File: config.mk
export PLATFORM = sky130hd
export DESIGN_NAME = serial_sub
export DESIGN_NICKNAME = d
export VERILOG_FILES = /design/src/rtl/serial_sub_pkg.sv /design/src/rtl/serial_sub_fs_bit.sv /design/src/rtl/serial_sub.sv
export SDC_FILE = /design/constraint.sdc
export NUM_CORES = 1
export LEC_CHECK = 0
export BUFFER_PORTS_ARGS = -buffer_cell sky130_fd_sc_hd__buf_2
export CORE_MARGIN = 5
export CORE_UTILIZATION = 53
export DETAILED_ROUTE_END_ITERATION = 7
export MAX_ROUTING_LAYER = met4
export PLACE_DENSITY = 0.74
export SYNTH_ARGS = -nofsm -noshare
export SYNTH_HDL_FRONTEND = slang
export SYNTH_SLANG_ARGS = --single-unit
File: constraint.sdc
create_clock -name clk -period 1.7 [get_ports clk]
set_input_delay 0.255 -clock clk [delete_from_list [all_inputs] [get_ports clk]]
set_output_delay 0.255 -clock clk [all_outputs]
set_load 0.02 [all_outputs]
File: src/rtl/serial_sub_pkg.sv
// serial_sub_pkg: shared types and constants for the bit-serial subtractor.
//   state_e       - FSM encoding (IDLE, RUN, DONE)
//   DEFAULT_WIDTH - default operand/result width
//   ref_sub()     - reference difference {borrow, c - b} for widths up to 32
package serial_sub_pkg;

  typedef enum logic [1:0] {
    IDLE = 2'd0,
    RUN  = 2'd1,
    DONE = 2'd2
  } state_e;

  localparam int DEFAULT_WIDTH = 8;

  // Returns {borrow, difference}; both operands are truncated to width bits.
  function automatic logic [32:0] ref_sub(input logic [31:0] c_val,
                                          input logic [31:0] b_val,
                                          input int unsigned width);
    logic [31:0] mask;
    logic [31:0] cm;
    logic [31:0] bm;
    mask = (width >= 32) ? 32'hFFFF_FFFF : ((32'd1 << width) - 32'd1);
    cm   = c_val & mask;
    bm   = b_val & mask;
    return {(cm < bm), ((cm - bm) & mask)};
  endfunction

endpackage

File: src/rtl/serial_sub_fs_bit.sv
// fs_bit: single-bit combinational full subtractor.
//   ci     - minuend bit
//   bi     - subtrahend bit
//   br_in  - borrow in from the previous (less significant) bit
//   d      - difference bit
//   br_out - borrow out to the next bit
module fs_bit (
  input  logic ci,
  input  logic bi,
  input  logic br_in,
  output logic d,
  output logic br_out
);

  assign d      = ci ^ bi ^ br_in;
  // Borrow when ci < bi, or when the bits are equal and a borrow ripples in.
  assign br_out = (~ci & bi) | (~(ci ^ bi) & br_in);

endmodule

File: src/rtl/serial_sub.sv
// serial_sub: bit-serial subtractor, a = c - b (mod 2^WIDTH), one bit per
// clock, LSB first.
//   clk       - rising-edge clock
//   rst       - synchronous active-high reset
//   start     - request, sampled only in IDLE or DONE
//   c, b      - minuend and subtrahend, captured on an accepted start
//   a         - difference, updated only on entry to DONE
//   borrow    - final borrow (1 when c < b unsigned)
//   busy      - high while in RUN
//   done      - one-cycle pulse when a/borrow become valid
//   dbg_state - current FSM state, for observation only
//
// Handshake: start is accepted on any edge where state is IDLE or DONE and
// start=1; the operands are captured on that same edge. done pulses for
// exactly one cycle WIDTH edges later; start while busy is ignored.
module serial_sub
  import serial_sub_pkg::*;
#(
  parameter int WIDTH = DEFAULT_WIDTH
) (
  input  logic             clk,
  input  logic             rst,
  input  logic             start,
  input  logic [WIDTH-1:0] c,
  input  logic [WIDTH-1:0] b,
  output logic [WIDTH-1:0] a,
  output logic             borrow,
  output logic             busy,
  output logic             done,
  output state_e           dbg_state
);

  localparam int CW = $clog2(WIDTH);
  localparam logic [CW-1:0] LAST = CW'(WIDTH - 1);

  state_e           state;
  logic [WIDTH-1:0] c_sh;
  logic [WIDTH-1:0] b_sh;
  logic [WIDTH-1:0] res;
  logic             br;
  logic [CW-1:0]    count;

  logic             d_bit;
  logic             br_next;
  logic             accept;
  logic [WIDTH-1:0] res_next;

  fs_bit u_fs_bit (
    .ci     (c_sh[0]),
    .bi     (b_sh[0]),
    .br_in  (br),
    .d      (d_bit),
    .br_out (br_next)
  );

  assign accept    = start && ((state == IDLE) || (state == DONE));
  // The difference bit enters at the MSB so the LSB lands in bit 0 after
  // WIDTH shifts.
  assign res_next  = {d_bit, res[WIDTH-1:1]};
  assign dbg_state = state;

  always_ff @(posedge clk) begin
    if (rst) begin
      state  <= IDLE;
      c_sh   <= '0;
      b_sh   <= '0;
      res    <= '0;
      br     <= 1'b0;
      count  <= '0;
      a      <= '0;
      borrow <= 1'b0;
      busy   <= 1'b0;
      done   <= 1'b0;
    end else begin
      done <= 1'b0;
      if (accept) begin
        c_sh  <= c;
        b_sh  <= b;
        res   <= '0;
        br    <= 1'b0;
        count <= '0;
        busy  <= 1'b1;
        state <= RUN;
      end else begin
        case (state)
          RUN: begin
            c_sh <= c_sh >> 1;
            b_sh <= b_sh >> 1;
            res  <= res_next;
            br   <= br_next;
            if (count == LAST) begin
              count  <= '0;
              a      <= res_next;
              borrow <= br_next;
              busy   <= 1'b0;
              done   <= 1'b1;
              state  <= DONE;
            end else begin
              count <= count + 1'b1;
            end
          end
          DONE:    state <= IDLE;
          default: state <= IDLE;
        endcase
      end
    end
  end

endmodule

==> reports/qor.csv <==
metric;value;unit
post-cts sizing count;0;
global-route wire length before repair;5760;um
async set-reset flop share out of synthesis;0;%
post-synthesis mux area share;0.632;%
pre-CTS setup slack;0.162;ns
post-CTS setup buffer count;0;
synthesized flop and latch total;40;
port bufs;31;
xor and xnor fraction of the mapped netlist area;0.553;%
vias per inst;5.59;
main flop type after synthesis;dfxtp_1;
reg2reg path depth;5;
crit path cell chain;ha_1, ha_1, and3b_1, nor2_1, a211oi_1;
Crit. End Element;flop;
Tightest Pin Transition;0.429;ns
HP Class;in -> reg;
end of the worst register-to-register path;borrow;
antenna fix cells;0;
fraction of the mapped netlist area in simple logic gates;22.8;%
# DRC;0;
clock skew;0.0184;ns
TritonCTS buffer count;5;
RSZ-0062 raised after global routing;false;
Yosys cell types;29;
Syn Nets;204;
Arr. time, crit path;1.88;ns
CP Launch Point;count[0];
YS warnings;0;
CP top delay family;simple AND/OR/NAND/NOR gates;
First DRT Iteration DRCs;92;
NumNets Final;235;
Die ar.;4180;um2
Antenna Violating Nets Remaining;0;
share of layout cells above drive strength 1;23.0;%
vias post-DR;1365;
Yosys top cell by area;dfxtp_1;
CP required;1.98;ns
largest net degree at the start of global routing;30;
main combinational cell family by area after synthesis;simple AND/OR/NAND/NOR gates;
Setup WS post-layout;0.105;ns
DRT Wirelength;3300;um
# IOs;32;
CP startpoint kind;flop;
Placement Rows;19;
post-layout util;64.9;%
Critical Path Max Stage Delay;0.41;ns
adder-cell share of the synthesized area;3.63;%
initial antenna violation count;0;
synthesized area;1580;um2
CP Depth;5;
number of buffers and inverters on the critical path;0;
CP most frequent cell;ha_1;
Fillers;257;
vias in the first global route;1274;
Synth top cells by count;nand2_1 (42), dfxtp_1 (40), a21oi_1 (20);
Setup Crit Path Kind;reg -> reg;
top-count cell post-synth;nand2_1;
R2R setup slack;0.10;ns
CTS tree;built;
Mapped Avg Cell Area;8.75;um2
Final Instance Area;1820;um2
clk root buf;clkbuf_4;
TNS Setup;0;ns
Layout area overhead;14.8;%
htree depth;2;
worst-case vdd ir drop;643;uV
final worst-path cycle share;93.8;%
P_leak;0.729;nW
CTS clock-pin slew for the worst setup and hold paths;0.12;ns
grt ovf;0;
Max Fanout on Critical Path;11;
Post-Syn Instances;181;
routed len/inst;13.5;um
cts hold-fix bufs;0;
ranking of synthesized cells by area;dfxtp_1 (51%), nand2_1 (10%), a21oi_1 (6.3%), nor3_1 (5.7%), o22ai_1 (3.6%);
top-area cell type share of the netlist area;50.6;%
final hold vios;0;
Die Width;64.7;um
Max Fclk;627;MHz
# setup viols final;0;
Max Cap Violations;0;
EDFF count, synth;0;
Placed Area;1730;um2
sequential cell area fraction in the yosys report;50.6;%
fin crit period;1.60;ns
slowest CP cell;and3b_1;
post-detail-place hpwl;2340;um
max-slew violation count;0;
Core ar.;2810;um2
Initial Util;56.5;%
worst skew pair latency;0.37;ns
CP endpoint;borrow;
gr usage total;18.6;%
clk buf depth;2;
clock sinks;40;
DIE HEIGHT;64.7;um
drt first pass iters;4;
complex-gate fraction of the synthesized area;15.2;%
Slew HR;71.4;%
routability-driven placement congestion ratio;0.777;
status;complete, no violations;
PD cells;1030;nW/um2
RR Startpoint;count[0];
==> routing by layer <==
layer	track usage, %	part of all wire, %	routed length (um)
met5	-	0	0
met4	9.76	2.0	67
met3	6.56	6.5	216
met2	29.4	47	1570
met1	20.8	44	1450
==> layout by cell type, fill, tap and decap left out <==
| cell type | n |
|---|---|
| nand2_1 | 42 |
| dfxtp_1 | 40 |
| buf_2 | 31 |
| a21oi_1 | 20 |
| nor3_1 | 18 |
| nor2_1 | 10 |
| o22ai_1 | 9 |
| buf_4 | 7 |
| clkbuf_4 | 5 |
| a311oi_1 | 4 |
| nand3b_1 | 3 |
| ha_1 | 3 |
| inv_1 | 2 |
| nand2b_1 | 2 |
| nand3_1 | 2 |
| clkinv_4 | 2 |
| and3b_1 | 1 |
| nor2b_1 | 1 |
| nand2b_2 | 1 |
| o21a_1 | 1 |
| and2b_1 | 1 |
| mux2i_1 | 1 |
| a211oi_2 | 1 |
| a22oi_1 | 1 |
| a311oi_2 | 1 |
| xnor2_1 | 1 |
| a211oi_1 | 1 |
| fa_1 | 1 |
| bufinv_16 | 1 |
==> final cells by class <==
type / count / area, um2 / share of cell area [%]
inverters: 2 / 7.51 / 0.413
flip-flops and latches: 40 / 801 / 44.0
clock buffers: 5 / 37.5 / 2.06
repair buffers: 38 / 208 / 11.4
clock inverters: 3 / 47.5 / 2.61
multi-input cells: 125 / 679 / 37.3
well taps: 31 / 38.8 / 2.13
==> registers in the layout (all words and copies together) (netlist names) <==
| register | cells |
|---|---|
| busy | 1 |
| br | 1 |
| res | 7 |
| done | 1 |
| a | 8 |
| dbg_state | 2 |
| c_sh | 8 |
| borrow | 1 |
| b_sh | 8 |
| count | 3 |
==> worst min-delay path by stage <==
stage,from,to,cells past startpoint
finish,c[7],c_sh[7],3
detailed placement,a[1],a[1],2
CTS,c[7],c_sh[7],3
global route,c[7],c_sh[7],3
floorplan,c[7],c_sh[7],2
global placement,a[6],a[6],2
==> worst register-to-register path, delay by kind of cell, from the launching register on <==
| kind | cells | cell delay (ns) |
|---|---|---|
| fa+ha+maj | 2 | 0.43 |
| flops | 1 | 0.39 |
| compound gates | 1 | 0.22 |
| simple gates | 2 | 0.49 |
==> metrics by stage <==
step           instances  power, mW  hold slack, ns
6_report             244       1.87           0.125
5_1_grt              244       1.98          0.0992
4_1_cts              244       1.90           0.106
3_5_place_dp         236       1.24           0.448
3_3_place_gp         236       1.23           0.440
2_1_floorplan        181       1.19           0.391
==> where the power goes <==
group / internal [mW] / total, mW / switching [mW] / leakage, nW
Combinational: 0.0917 / 0.215 / 0.124 / 0.357
Clock: 0.314 / 0.648 / 0.334 / 0.0454
Sequential: 0.982 / 1.01 / 0.0255 / 0.327
==> logic make-up (layout without fill, tap and decap cells) <==
| family | count (synthesis) | after routing |
|---|---|---|
| simple gates | 81 | 81 |
| fa+ha+maj | 4 | 4 |
| buf+inv | 16 | 48 |
| flops | 40 | 40 |
| mux | 1 | 1 |
| compound gates | 38 | 38 |
| xor+xnor | 1 | 1 |
(Power assumes the default switching activity.)
